<file path="src/rtl/mux_arb_pkg.sv">
// rtl/mux_arb_pkg.sv - shared defaults and sizing helper for the N-to-1 arbitrated mux
//
// Purpose: default channel width and count, plus a select-width helper that
//          stays at least 1 bit wide for degenerate channel counts.
// Ports:   none (package)
package mux_arb_pkg;

  localparam int DEFAULT_WIDTH  = 32;
  localparam int DEFAULT_NUM_IN = 4;

  // $clog2(1) is 0, which would give a zero-width index; clamp to 1 bit.
  function automatic int sel_w(input int n);
    return (n < 2) ? 1 : $clog2(n);
  endfunction

endpackage

</file>
<file path="src/rtl/mux_arb_nto1_if.sv">
// rtl/mux_arb_nto1_if.sv - handshake bundle between producers, the arbitrated mux and its consumer
//
// Purpose: groups the per-channel input handshake, the flush control and the
//          registered output handshake of mux_arb_nto1.
// Signals: in_data   [NUM_IN*WIDTH] channel i at [i*WIDTH +: WIDTH]
//          in_valid  [NUM_IN]       channel i has a word
//          in_ready  [NUM_IN]       channel i word accepted (one-hot or zero)
//          flush                    discard the output register
//          out_data  [WIDTH]        registered selected word
//          out_chan  [SEL_W]        channel that supplied out_data
//          out_valid                out_data/out_chan valid
//          out_ready                consumer accepts the current word
// Modports: master = producers + consumer side, slave = the mux.
interface mux_arb_nto1_if
  import mux_arb_pkg::*;
#(
  parameter int WIDTH  = DEFAULT_WIDTH,
  parameter int NUM_IN = DEFAULT_NUM_IN
);

  localparam int SEL_W = sel_w(NUM_IN);

  logic [NUM_IN*WIDTH-1:0] in_data;
  logic [NUM_IN-1:0]       in_valid;
  logic [NUM_IN-1:0]       in_ready;
  logic                    flush;
  logic [WIDTH-1:0]        out_data;
  logic [SEL_W-1:0]        out_chan;
  logic                    out_valid;
  logic                    out_ready;

  modport master (
    output in_data,
    output in_valid,
    input  in_ready,
    output flush,
    input  out_data,
    input  out_chan,
    input  out_valid,
    output out_ready
  );

  modport slave (
    input  in_data,
    input  in_valid,
    output in_ready,
    input  flush,
    output out_data,
    output out_chan,
    output out_valid,
    input  out_ready
  );

endinterface

</file>
<file path="src/rtl/mux_arb_nto1_rr_picker.sv">
// rtl/mux_arb_nto1_rr_picker.sv - combinational rotating-priority picker
//
// Purpose: picks the first set request bit searching base, base+1, ...
//          modulo N. With base tied to 0 it degenerates to lowest-index-wins.
// Ports:   req  [N]     request vector
//          base [SEL_W] highest-priority index (must be < N)
//          gnt  [N]     one-hot grant, zero when no request
//          idx  [SEL_W] index of the granted bit, 0 when no request
//          any          at least one request present
module rr_picker
  import mux_arb_pkg::*;
#(
  parameter int N     = DEFAULT_NUM_IN,
  parameter int SEL_W = sel_w(N)
) (
  input  logic [N-1:0]     req,
  input  logic [SEL_W-1:0] base,
  output logic [N-1:0]     gnt,
  output logic [SEL_W-1:0] idx,
  output logic             any
);

  logic             found;
  logic [SEL_W-1:0] cand;

  always_comb begin
    gnt   = '0;
    idx   = '0;
    any   = |req;
    found = 1'b0;
    cand  = '0;
    for (int k = 0; k < N; k++) begin
      // Modulo keeps the candidate in range even for non-power-of-2 N.
      cand = SEL_W'((int'(base) + k) % N);
      if (!found && req[cand]) begin
        found     = 1'b1;
        gnt[cand] = 1'b1;
        idx       = cand;
      end
    end
  end

endmodule

</file>
<file path="src/rtl/mux_arb_nto1.sv">
// rtl/mux_arb_nto1.sv - N-input arbitrated mux feeding one registered output stage
//
// Purpose: each cycle grants one requesting channel and captures its word into
//          a single output register with its own valid/ready handshake.
//          Drain and load in the same cycle give full throughput.
// Ports:   Clk    rising-edge clock
//          Reset  asynchronous, active-high reset
//          bus    mux_arb_nto1_if.slave (inputs, flush, registered output)
// Config:  MUX_ARB_RR_EN defined -> round-robin arbitration with a pointer
//          register; undefined -> fixed priority, lowest index wins.
module mux_arb_nto1
  import mux_arb_pkg::*;
#(
  parameter int WIDTH  = DEFAULT_WIDTH,
  parameter int NUM_IN = DEFAULT_NUM_IN
) (
  input  logic         Clk,
  input  logic         Reset,
  mux_arb_nto1_if.slave bus
);

  localparam int SEL_W = sel_w(NUM_IN);

  logic [NUM_IN-1:0] gnt;
  logic [SEL_W-1:0]  gnt_idx;
  logic              gnt_any;
  logic [SEL_W-1:0]  base;
  logic              load_ok;
  logic              xfer;
  logic [WIDTH-1:0]  sel_data;

  logic              out_valid_q, out_valid_d;
  logic [WIDTH-1:0]  out_data_q,  out_data_d;
  logic [SEL_W-1:0]  out_chan_q,  out_chan_d;

`ifdef MUX_ARB_RR_EN
  logic [SEL_W-1:0]  ptr_q, ptr_d;

  assign base = ptr_q;

  // Next priority goes to the channel after the winner; wrap explicitly so a
  // non-power-of-2 channel count never produces an out-of-range pointer.
  always_comb begin
    ptr_d = ptr_q;
    if (xfer) begin
      ptr_d = (gnt_idx == SEL_W'(NUM_IN - 1)) ? '0 : gnt_idx + 1'b1;
    end
  end

  always_ff @(posedge Clk or posedge Reset) begin
    if (Reset) begin
      ptr_q <= '0;
    end else begin
      ptr_q <= ptr_d;
    end
  end
`else
  assign base = '0;
`endif

  rr_picker #(
    .N     (NUM_IN),
    .SEL_W (SEL_W)
  ) u_picker (
    .req  (bus.in_valid),
    .base (base),
    .gnt  (gnt),
    .idx  (gnt_idx),
    .any  (gnt_any)
  );

  // Flush wins over any load so the discarded cycle never swallows a word.
  assign load_ok = (!out_valid_q || bus.out_ready) && !bus.flush;
  assign xfer    = load_ok && gnt_any && !Reset;

  // One-hot AND-OR select keeps the data path free of variable part-selects.
  always_comb begin
    sel_data = '0;
    for (int i = 0; i < NUM_IN; i++) begin
      if (gnt[i]) begin
        sel_data = bus.in_data[i*WIDTH +: WIDTH];
      end
    end
  end

  always_comb begin
    bus.in_ready = '0;
    if (xfer) begin
      bus.in_ready = gnt;
    end
  end

  always_comb begin
    out_valid_d = out_valid_q;
    out_data_d  = out_data_q;
    out_chan_d  = out_chan_q;
    if (bus.flush) begin
      out_valid_d = 1'b0;
    end else if (xfer) begin
      out_valid_d = 1'b1;
      out_data_d  = sel_data;
      out_chan_d  = gnt_idx;
    end else if (out_valid_q && bus.out_ready) begin
      // Drained with nothing behind it; data/chan keep their last value.
      out_valid_d = 1'b0;
    end
  end

  always_ff @(posedge Clk or posedge Reset) begin
    if (Reset) begin
      out_valid_q <= 1'b0;
      out_data_q  <= '0;
      out_chan_q  <= '0;
    end else begin
      out_valid_q <= out_valid_d;
      out_data_q  <= out_data_d;
      out_chan_q  <= out_chan_d;
    end
  end

  assign bus.out_valid = out_valid_q;
  assign bus.out_data  = out_data_q;
  assign bus.out_chan  = out_chan_q;

endmodule

</file>
<file path="src/flat_wrapper.sv">
// flat-port wrapper written by rule: the top's interface ports become plain ports
module mux_arb_nto1_flat import mux_arb_pkg::*;
#(
  parameter int WIDTH  = DEFAULT_WIDTH,
  parameter int NUM_IN = DEFAULT_NUM_IN
)
  (Clk, Reset, bus_in_data, bus_in_valid, bus_in_ready, bus_flush, bus_out_data, bus_out_chan, bus_out_valid, bus_out_ready);
  mux_arb_nto1_if #(.WIDTH(WIDTH), .NUM_IN(NUM_IN)) bus_i ();
  input  logic Clk;
  input  logic Reset;
  input wire logic [$bits(bus_i.in_data)-1:0] bus_in_data;
  input wire logic [$bits(bus_i.in_valid)-1:0] bus_in_valid;
  output wire logic [$bits(bus_i.in_ready)-1:0] bus_in_ready;
  input wire logic [$bits(bus_i.flush)-1:0] bus_flush;
  output wire logic [$bits(bus_i.out_data)-1:0] bus_out_data;
  output wire logic [$bits(bus_i.out_chan)-1:0] bus_out_chan;
  output wire logic [$bits(bus_i.out_valid)-1:0] bus_out_valid;
  input wire logic [$bits(bus_i.out_ready)-1:0] bus_out_ready;
  assign bus_i.in_data = bus_in_data;
  assign bus_i.in_valid = bus_in_valid;
  assign bus_in_ready = bus_i.in_ready;
  assign bus_i.flush = bus_flush;
  assign bus_out_data = bus_i.out_data;
  assign bus_out_chan = bus_i.out_chan;
  assign bus_out_valid = bus_i.out_valid;
  assign bus_i.out_ready = bus_out_ready;
  mux_arb_nto1 #(.WIDTH(WIDTH), .NUM_IN(NUM_IN)) u_core (.Clk(Clk), .Reset(Reset), .bus(bus_i));
endmodule
</file>
<file path="config.mk">
export PLATFORM = sky130hd
export DESIGN_NAME = mux_arb_nto1_flat
export DESIGN_NICKNAME = d
export VERILOG_FILES = /design/src/rtl/mux_arb_pkg.sv /design/src/rtl/mux_arb_nto1_if.sv /design/src/rtl/mux_arb_nto1_rr_picker.sv /design/src/rtl/mux_arb_nto1.sv /design/src/flat_wrapper.sv
export SDC_FILE = /design/constraint.sdc
export NUM_CORES = 1
export LEC_CHECK = 0
export BUFFER_PORTS_ARGS = -buffer_cell sky130_fd_sc_hd__buf_2
export CORE_AREA = 2 2 61 120
export DETAILED_ROUTE_END_ITERATION = 8
export DIE_AREA = 0 0 63 122
export HOLD_SLACK_MARGIN = 0.15
export PLACE_DENSITY_LB_ADDON = 0.05
export REMOVE_ABC_BUFFERS = 1
export SETUP_SLACK_MARGIN = 0.15
export SKIP_LAST_GASP = 1
export SYNTH_ARGS = -nofsm -noshare
export SYNTH_HDL_FRONTEND = slang
export SYNTH_SLANG_ARGS = --single-unit
</file>
<file path="constraint.sdc">
create_clock -name Clk -period 4.4 [get_ports Clk]
set_clock_uncertainty 0.05 [all_clocks]
set_input_delay 0.22 -clock Clk [delete_from_list [all_inputs] [get_ports Clk]]
set_output_delay 0.22 -clock Clk [all_outputs]
set_load 0.05 [all_outputs]
</file>
==> out/results.txt, run 1 <==
After detailed routing, the average wire length per cell comes to 14.3 um. The first detailed-routing pass took 4 iterations. The static leakage came out at 1.78 nW. The tools report the cell at the root of the clock tree as clkbuf_16.

The worst reg-to-reg path cell count is 4. The synthesized netlist devotes 26.4% of its cell area to compound gates. For this configuration, the core starts out at a cell density of 38.5%. The startpoint identified for the worst register-to-register timing path is u_core.bus.out_valid. The logs give 3,014 for the number of global-route vias before repair and 425 MHz for the maximum clock frequency. Once layout is complete, the cells apart from fillers number 588. The die height came out at 122 um. Setup slack on the critical path of the routed design comes to 2.05 ns. The weighted congestion reported at the end of routability-driven placement is 0.765.

Before CTS, the worst setup slack after placement is 1.87 ns. Counting flops and latches in the post-synthesis netlist gives 35. The routed design has 8.40 mm of wire.

The Yosys warning count is 0. The sum of negative setup slack came out at 0 ns. The clock-pin slew reported for the worst setup and hold paths after clock tree synthesis was 0.05 ns; the data required time of the worst path was 4.13 ns.

The clock drives 35 sinks. The first global-routing pass estimated 13.7 mm of wire. For the worst-skew pair, the clock arrives at the later sink with an insertion delay of 0.27 ns.

In this run the number of H-tree levels came out at 2. The tools report the element type at the critical path end as an output pin. The run gives 0 as the number of antenna violations at the first check in global routing.

Relative to the synthesized area, the layout overhead comes to 38.3%. The number of enable-type register cells in the synthesized netlist works out to 0. The critical path starts at Reset.

After detailed placement, the design holds a cell count of 578. The tools report the worst min-delay path startpoint as bus_in_data[119]. The number of DRC markers in iteration 0 is 171, and the share of synthesized area occupied by flip-flops and latches is 33.3%. The multiplexer share of the synthesized area came out at 0%.

Entering global routing, the biggest net connects 70 pins. The area share of the largest cell type after synthesis is 33.3%. The number of endpoints with negative hold slack in the final report came out at 0.

Setup repair after global routing left no endpoint under its margin. The commonest cells after synthesis are nand2_1 (60), a21oi_1 (52), dfrtp_1 (35), clkbuf_1 (30), inv_1 (29). The end of the worst register-to-register path was u_core.bus.out_data[29]. Count of final max-slew check failures: 0. The run gives 21.8% as the global-route total usage across every layer. TritonCTS built the clock tree. The post-cts sizing count was 0; the number of distinct standard cells referenced by the synthesized netlist was 29. Prevailing post-synth register cell: dfrtp_1. For this block, the via count after detailed routing is 3,068. The portion of the clock cycle consumed by the worst path in the final layout was 53.5%; the slew at the pin with the worst max-slew slack was 1.00 ns. The type of origin of the critical path is an input port.

Once the clock tree was built, the setup fixing pass inserted 0 buffers. Number of buffers created by CTS: 5. Sorting the synthesized cells by area gives the leading types as dfrtp_1 (33%), a21oi_1 (9.9%), o32a_1 (9.9%). The worst setup slack for register-to-register paths is 2.49 ns, and the total number of nets in the final design is 633.

The cell area that synthesis handed to floorplanning was 2630 um2. For the post-placement cell area, the log shows 3460 um2. Of the total synthesized cell area, the portion taken by AND, OR, NAND and NOR gates is 29.1%. The main combinational cell family by area after synthesis was simple AND/OR/NAND/NOR gates.

Dividing the detail-routed via count by the number of cells gives 5.22. The largest buffer count on any clock path is 2, and the ratio of cells with drive above 1 in the final layout is 37.8%. The die covers 7690 um2.

The clock period could shrink to 2.35 ns. Last element of the critical path: bus_in_ready[0]. The library cell occupying the most area in the post-synthesis netlist is dfrtp_1.

Across the VDD grid, the largest voltage drop is 181 uV. The core region is 6830 um2. The top fanout value on the critical path works out to 26. Setup violations remaining at the end of the flow were counted as 0.

The number of port buffers works out to 174. The tightest hold path in the finished design has a slack of 0.228 ns. The critical path class is in2out. The run finished with clean final reports.

The floorplan step set the die width to 63 um. The max-slew headroom at the worst pin was 33.3%; the final standard cell area without fillers was 3640 um2. 175 I/O pins were placed. Counting every instance in the synthesized netlist gives 349. The path class of the tightest hold or removal check is in2reg. Library cell with the highest instance count after synthesis: nand2_1. The detail route stage leaves a number of antenna-violating nets equal to 0. The average instance in the mapped netlist occupies 7.54 um2. The number of core rows was 43; the number of hold-repair buffers added at the cts stage was 2. After Yosys synthesis, XOR and XNOR cells account for 0% of the synthesized area.

The arithmetic-cell share of the synthesized area counting full adders, half adders and majority gates was 0%; the max-capacitance violation count was 0. After legalization and detailed placement, the total HPWL measured 5.80 mm. The final antenna diode count was 0; the power density over the cells was 358 nW/um2.

Counting flops with an async set or reset pin after synthesis yields a share of 100%. After detailed routing, the number of remaining DRC violations is 0. Data on the critical path arrives at its endpoint at 2.08 ns. Global routing finished with a remaining overflow of 0.
cells by family (layout without fill, tap and decap cells):
logic type / after synthesis / in the layout
AOI/OAI and AO/OA: 101 / 101
buffers and inverters: 68 / 217
DFF: 35 / 35
and+or+nand+nor: 145 / 145
worst max-delay path, stage by stage:
cell and delay (ns):
dlygate4sd3_1 0.54, buf_2 0.14, nor2_2 0.34, buf_4 0.38
and3_1 0.20, buf_2 0.26
per-layer routing:
layer | track usage, % | vias to the layer above | wire length (um)
met1 | 27.2 | 1406 | 3590
met3 | 2.95 | 7 | 541
met5 | 0 | - | 0
met4 | 6.25 | 0 | 108
met2 | 38.8 | 116 | 4150
li1 | - | 1539 | -
power breakdown:
group | total (mW) | switching (mW) | internal, mW
clock | 0.367 | 0.126 | 0.241
combinational | 0.524 | 0.361 | 0.163
sequential | 0.414 | 0.0324 | 0.382
total | 1.30 | 0.519 | 0.786
placed cells by master, fill, tap and decap left out, types with 2 or more instances in the layout:
master	n
buf_4	4
nor2_1	3
nand2_1	60
a31oi_1	6
o31a_1	6
o32a_1	26
nor4_1	6
nor2b_1	7
dfrtp_1	35
dlygate4sd3_1	2
nand3b_1	26
inv_1	29
nor3b_1	6
buf_2	174
a21oi_1	52
a211oi_1	8
clkbuf_16	5
clkbuf_8	2
nand2b_1	2
nand3_1	26
worst min path at each step:
| stage | endpoint | depth (start not counted) |
|---|---|---|
| final | u_core.bus.out_data[23] | 3 |
| after global routing | u_core.bus.out_data[23] | 3 |
| after CTS | u_core.bus.out_data[20] | 3 |
| after detailed placement | u_core.bus.out_chan[0] | 2 |
| after global placement | u_core.bus.out_chan[0] | 2 |
| after floorplan | u_core.bus.out_valid | 1 |
per-stage QoR:
step	utilization, %	power (mW)
4_1_cts	53.3	1.32
3_5_place_dp	50.7	0.943
5_1_grt	53.3	1.37
6_report	53.3	1.30
2_1_floorplan	-	0.760
3_3_place_gp	50.7	0.942
state kept, by name, indices dropped and copies added (netlist names):
| signal | cells |
|---|---|
| u_core.bus.out_chan | 2 |
| u_core.bus.out_valid | 1 |
| u_core.bus.out_data | 32 |
cell type report:
type	count	area, um2
Clock buffer	8	156
Multi-Input combinational cell	246	1470
Sequential cell	35	876
Fill cell	725	3190
Tap cell	90	113
Timing Repair Buffer	180	921
Inverter	29	109
Note: power is estimated with default switching activity, not from simulation.
==> run 2, diff against run 1 <==
- clock period: 4.4 -> 2.25 ns (I/O delays scaled with it)
==> run 2 against run 1 <==
Clock power increased by 120%. Sequential share of layout area fell by 1.3 points. Global-route usage increased by 1.1 points. Sequential power is 95% higher. Critical path depth up 1. Hold slack worse by 0.079 ns. Die area did not move. First-iteration DRC count grew 3.5%. Combinational power up 100%. Power rose by 110%. Critical path type unchanged. Critical endpoint is now bus_in_ready[2].
==> out/results.txt, run 2 (synthesized netlist as in run 1, its figures left out) <==
The overall via count from detail_route was 3,099 (was 3,068). The run gives 177 (was 171) as the number of DRC markers in iteration 0. The average wire per cell in the routed design was 14.6 um (was 14.3 um). The count of final max-slew check failures came out at 0 (unchanged).

TritonCTS built the clock tree. The DRC violation count after routing was 0 (unchanged); the power density over the cells was 697 nW/um2 (was 358 nW/um2). The critical path class was in2out (unchanged). The highest metal layer used by the detailed router was met4 (unchanged). The time the final worst path needs with I/O delays and setup works out to 1.95 ns.

The element type at the critical path end was an output pin (unchanged). The logs give 3,063 (was 3,014) for the number of global-route vias before repair and 0 (unchanged) for the max-capacitance violation count. The floorplan die area came out at 7690 um2 (unchanged). The routed length on met2 is 4.48 mm (was 4.15 mm), and the max-slew headroom at the worst pin is 60.5% (was 33.3%). The static leakage came out at 1.88 nW (was 1.78 nW).

The logs give 3.79 mm (was 3.59 mm) for the met1 wire length and 1.79 ns (was 2.08 ns) for the worst path arrival time. Number of cells in the finished layout apart from fillers: 607 (was 588). The tools report the cell at the root of the clock tree as clkbuf_16 (unchanged).

The global-route total usage across every layer is 22.9% (was 21.8%), and the final global-route overflow total is 0 (unchanged). The critical path startpoint is Reset (unchanged). The die height came out at 122 um (unchanged). The class of the tightest hold or removal check is in2reg (unchanged). The worst setup slack for register-to-register paths is 0.78 ns (was 2.49 ns), and the number of port buffers is 174 (unchanged). The run gives 35 (unchanged) as the sink count of the clock tree.

The average via count per standard cell is 5.11 (was 5.22). The synthesis-to-layout area growth came out at 46.4% (was 38.3%). For the global-route wire length before repair, the log shows 14.3 mm (was 13.7 mm).

Initial cell density of the core: 38.5% (unchanged). The beginning of the worst register-to-register path is u_core.bus.out_valid (unchanged). The slew at the pin with the worst max-slew slack works out to 0.592 ns (was 1.00 ns). Most common cell after layout, fill and taps aside: buf_2 (unchanged). The tools report the total power draw as 2.68 mW (was 1.30 mW). For the weighted congestion reported at the end of routability-driven placement, the log shows 0.772 (was 0.765).

Setup repair after global routing left no endpoint under its margin. The post-placement cell area is 3550 um2 (was 3460 um2), and the number of core rows is 43 (unchanged). Routed length on met3: 509 um (was 541 um). Commonest cells after routing, fill and taps aside: buf_2 (174), nand2_1 (60), a21oi_1 (52), dfrtp_1 (35), inv_1 (29) (unchanged). The logs give 0 (unchanged) for the number of antenna violations at the first check in global routing and 0.27 ns (about the same) for the clock insertion delay at the later pin of the skew report.

The clock-pin slew reported for the worst setup and hold paths after clock tree synthesis works out to 0.06 ns (was 0.05 ns). The I/O pin count was 175 (unchanged). Derived from the worst setup path, the maximum achievable clock frequency is 512 MHz.

The count of final setup violators was 0 (unchanged); the residual antenna-violating net count after detailed routing was 0 (unchanged). The final antenna diode count is 0 (unchanged), and the number of instances in the placed design is 586 (was 578). The run gives 68 (was 70) as the largest net degree at the start of global routing.

The core region area came out at 6830 um2 (unchanged). For the number of buffers created by CTS, the log shows 5 (unchanged). The run finished with clean final reports. The wire length reported by the detailed router was 8.87 mm (was 8.40 mm); the total number of H-tree levels was 2 (unchanged). The width of the chip was 63 um (unchanged).

The final standard cell area without fillers is 3850 um2 (was 3640 um2). The total number of nets in the final design is 652 (was 633), and the filler cell count is 694 (was 725). The type of origin of the critical path is an input port (unchanged). The ratio of cells with drive above 1 in the final layout is 38.1% (was 37.8%). The tools report the number of endpoints with negative hold slack in the final report as 0 (unchanged).

Number of flip-flops in the largest register: 32 (unchanged). The worst min-delay path startpoint is bus_in_data[15] (was bus_in_data[119]). The run gives 4 (unchanged) as the iteration count of the initial detailed-routing pass. The core occupancy in the finished layout is 56.4% (was 53.3%), and the top fanout value on the critical path is 17 (was 26). The post-CTS setup buffer count is 0 (unchanged).

The largest buffer count on any clock path was 2 (unchanged); the portion of the clock cycle consumed by the worst path in the final layout was 86.8%. The run gives 2.09 ns (was 4.13 ns) as the data required time of the worst path. For the worst vdd rail ir drop, the log shows 463 uV (was 181 uV). The run gives 6.40 mm (was 5.80 mm) as the HPWL after detailed placement.
==> run 2: cell count changes in the layout (fill, tap and decap cells not counted), sizes merged <==
cell / change
clkinv: +1
dlygate4sd3: +11
bufinv: +1
clkbuf: -2
buf: +8
==> run 2: where the power goes <==
group	switching, mW	internal, mW
clock	0.263	0.551
sequential	0.0633	0.746
combinational	0.717	0.344
total	1.04	1.64
==> run 2: worst max-delay path, stage by stage <==
cell	delay, ns
dlygate4sd3_1	0.55
buf_2	0.15
nor2_2	0.12
buf_4	0.24
nand2_1	0.15
nor3_1	0.18
buf_2	0.28
==> run 2: what timing repair did <==
| item | in CTS | in global routing |
|---|---|---|
| hold buffers | 13 | 0 |
| resized for setup | 0 | 0 |
| hold endpoints to repair | 25 | 0 |
==> run 2: metal layers <==
layer  vias up  GRT usage (%)
met5         -              0
met1      1406           28.2
met3         6           2.95
li1       1574              -
met2       113           41.2
met4         0           6.81
==> run 2: path summary, 6_finish.rpt <==
kind,depth (start not counted),endpoint
max,7,bus_in_ready[2]
min,4,u_core.bus.out_data[15]
max reg2reg,4,u_core.bus.out_data[27]
min reg2reg,1,u_core.bus.out_data[8]
max in group asynchronous,4,u_core.bus.out_data[17]
min in group asynchronous,3,u_core.bus.out_chan[0]
==> run 2: final cells by class <==
class	instances	area (um2)	share of cell area [%]
multi-input cells	246	1470	38.0
well taps	90	113	2.92
clock inverters	2	35.0	0.909
inverters	29	109	2.83
flip-flops and latches	35	876	22.7
clock buffers	6	139	3.61
repair buffers	199	1120	29.0
==> run 2: stage by stage <==
| step | setup TNS, ns | setup slack (ns) | hold slack (ns) |
|---|---|---|---|
| floorplan | -0.741 | -0.531 | 0.162 |
| global placement | 0 | 0.654 | 0.200 |
| detailed placement | 0 | 0.612 | 0.190 |
| CTS | 0 | 0.308 | 0.151 |
| global route | 0 | 0.193 | 0.176 |
| finish | 0 | 0.297 | 0.150 |
==> run 3, diff against run 2 <==
- CORE_AREA: 2 2 61 120 -> 2 2 85 87
- DIE_AREA: 0 0 63 122 -> 0 0 87 89
- clock period: 2.25 -> 2.1 ns (I/O delays scaled with it)
==> run 3 against run 2 <==
Wire length up 8.6%. Flip-flop and latch count stayed put. Sequential power grew 7.2%. Global-route usage grew 1.3 points. Critical path depth unchanged. First-iteration DRC count fell by 24%. Sequential share of layout area shrank 0.62 points. Non-clock buffer count is 17 higher. Critical endpoint unchanged. Highest routed layer unchanged.
==> out/results.txt, run 3 (synthesized netlist as in run 1, its figures left out) <==
For the HPWL after detailed placement, the log shows 6.52 mm (was 6.40 mm). The biggest cell delay along the critical path works out to 0.53 ns (was 0.55 ns). The beginning of the worst register-to-register path is u_core.bus.out_valid (unchanged). The tools report the global-route total usage across every layer as 24.2% (was 22.9%). The largest net degree at the start of global routing was 68 (unchanged); the post-CTS setup buffer count was 0 (unchanged). The DRC violation count after routing was 0 (unchanged); the portion of the clock cycle consumed by the worst path in the final layout was 88.9%. Commonest cells after routing, fill and taps aside: buf_2 (173), nand2_1 (60), a21oi_1 (52), dfrtp_1 (35), dlygate4sd3_1 (31) (was buf_2 (174), nand2_1 (60), a21oi_1 (52), dfrtp_1 (35), inv_1 (29)). End of the worst register-to-register path: u_core.bus.out_data[10] (was u_core.bus.out_data[27]). The run gives 3,292 (was 3,099) as the overall via count from detail_route.

Total number of H-tree levels: 2 (unchanged). The global-route wire length before repair came out at 14.9 mm (was 14.3 mm). The class of the tightest hold or removal check is in2reg (unchanged). The weighted congestion reported at the end of routability-driven placement came out at 0.859 (was 0.772). Worst path arrival time: 1.71 ns (was 1.79 ns). For the number of core rows, the log shows 30 (was 43).

The type of origin of the critical path was an input port (unchanged). Cell with the biggest individual delay on the critical path: dlygate4sd3_1 (unchanged). The tools report the destination of the worst hold path as u_core.bus.out_data[17] (was u_core.bus.out_data[15]). For the number of cells in the finished layout apart from fillers, the log shows 614 (was 607).

The core region area is 6720 um2 (was 6830 um2), and the worst setup slack after placement is 0.343 ns (was 0.612 ns). The max-slew headroom at the worst pin was 30.5% (was 60.5%); the I/O pin count was 175 (unchanged). Setup repair after global routing left no endpoint under its margin.

The average wire per cell in the routed design is 15.7 um (was 14.6 um), and the area taken by multi-input logic gates is 1470 um2 (unchanged). For the worst hold slack, the log shows 0.149 ns (was 0.150 ns). For the finished layout, the period the worst path requires is 1.87 ns.

The static leakage was 1.92 nW (was 1.88 nW). Worst min-delay path startpoint: bus_in_data[17] (was bus_in_data[15]). Synthesis-to-layout area growth: 50.5% (was 46.4%).

For the count of final setup violators, the log shows 0 (unchanged). Cell at the root of the clock tree: clkbuf_8 (was clkbuf_16). Number of flip-flops in the largest register: 32 (unchanged). The average via count per standard cell is 5.36 (was 5.11). Most common cell after layout, fill and taps aside: buf_2 (unchanged). The data required time of the worst path came out at 1.95 ns (was 2.09 ns).

The max-capacitance violation count came out at 0 (unchanged). The ratio of cells with drive above 1 in the final layout was 36.7% (was 38.1%); the count of final max-slew check failures was 0 (unchanged). The sink count of the clock tree was 35 (unchanged); the number of buffers created by CTS was 5 (unchanged). The run gives 0 (unchanged) as the number of antenna violations at the first check in global routing.

The tools report the final global-route overflow total as 0 (unchanged). The tools report the worst vdd rail ir drop as 368 uV (was 463 uV). Cells traversed along the worst timing path: dlygate4sd3_1 > buf_2 > nor2_2 > buf_6 > nand2_1 > nor3_1 > clkbuf_4 (was dlygate4sd3_1 > buf_2 > nor2_2 > buf_4 > nand2_1 > nor3_1 > buf_2). The final antenna diode count was 0 (unchanged).

Timing would allow up to 536 MHz. For the total number of nets in the final design, the log shows 669 (was 652). The critical path class was in2out (unchanged).

The tools report the largest buffer count on any clock path as 2 (unchanged). The number of cells on the worst hold path was 4 (unchanged); the clock-pin slew reported for the worst setup and hold paths after clock tree synthesis was 0.07 ns (was 0.06 ns). The slew at the pin with the worst max-slew slack was 1.04 ns (was 0.592 ns); the worst setup slack for register-to-register paths was 0.60 ns (was 0.78 ns). The run gives 0 (unchanged) as the number of endpoints with negative hold slack in the final report. The residual antenna-violating net count after detailed routing came out at 0 (unchanged). For the iteration count of the initial detailed-routing pass, the log shows 4 (unchanged).

The power density over the cells was 700 nW/um2 (was 697 nW/um2). The final setup slack of the worst path was 0.234 ns (was 0.297 ns). Clock insertion delay at the later pin of the skew report: 0.28 ns (was 0.27 ns).

The initial cell density of the core was 39.2% (was 38.5%); the die height was 89 um (was 122 um). The register cell area after layout is 876 um2 (unchanged), and the top fanout value on the critical path is 18 (was 17). TritonCTS built the clock tree. The tools report the total power draw as 2.77 mW (was 2.68 mW). The number of DRC markers in iteration 0 is 134 (was 177), and the number of instances in the placed design is 575 (was 586).

Filler cell count: 639 (was 694). Wire length reported by the detailed router: 9.63 mm (was 8.87 mm). The number of port buffers is 174 (unchanged). Element type at the critical path end: an output pin (unchanged). The worst reg-to-reg path cell count works out to 4 (unchanged). The run finished with clean final reports. The number of global-route vias before repair is 3,152 (was 3,063), and the floorplan die area is 7740 um2 (was 7690 um2). Width of the chip: 87 um (was 63 um).
[run 3: critical path: cells and delay by family]
family,cells,cell delay [ns]
buf+inv,4,1.15
simple gates,3,0.45
[run 3: metal layers]
metal	track usage, %	part of all wire [%]
met5	0	0
met4	6.53	1.5
met3	4.52	7.2
met2	43.0	49
met1	30.1	42
[run 3: how the worst max path moves through the flow]
stage / endpoint / start / cells past startpoint
global placement: u_core.bus.out_data[25] / bus_in_valid[1] / 4
finish: bus_in_ready[2] / bus_flush / 7
global route: bus_in_ready[2] / bus_flush / 7
CTS: bus_in_ready[2] / bus_flush / 7
detailed placement: u_core.bus.out_data[10] / bus_in_valid[1] / 4
floorplan: bus_in_ready[2] / u_core.bus.out_valid / 3
[run 3: repair_timing]
| action | CTS | global route |
|---|---|---|
| hold buffers | 31 | 0 |
| hold endpoints to repair | 63 | 0 |
| endpoints found under the setup margin | 0 | 2 |
| gates resized for setup | 0 | 3 |
[run 3: layout make-up]
type / instances / share of cell area, %
Multi-Input combinational cell: 246 / 37.0
Timing Repair Buffer: 216 / 32.2
Sequential cell: 35 / 22.1
Inverter: 29 / 2.75
Tap cell: 80 / 2.53
Clock buffer: 5 / 1.74
Clock inverter: 3 / 1.71
[run 3: through the flow]
stage	utilization, %	setup TNS (ns)	instance area [um2]
2_1_floorplan	-	-1.16	2450
3_5_place_dp	52.1	0	3500
5_1_grt	58.9	0	3960
6_report	58.9	0	3960
4_1_cts	58.8	0	3950
3_3_place_gp	52.1	0	3500
[run 3: power breakdown]
part           switching [mW]  leakage (nW)  internal [mW]
registers              0.0697         0.396          0.798
clock network           0.261        0.0644          0.474
logic                   0.781          1.46          0.388
total                    1.11          1.92           1.66
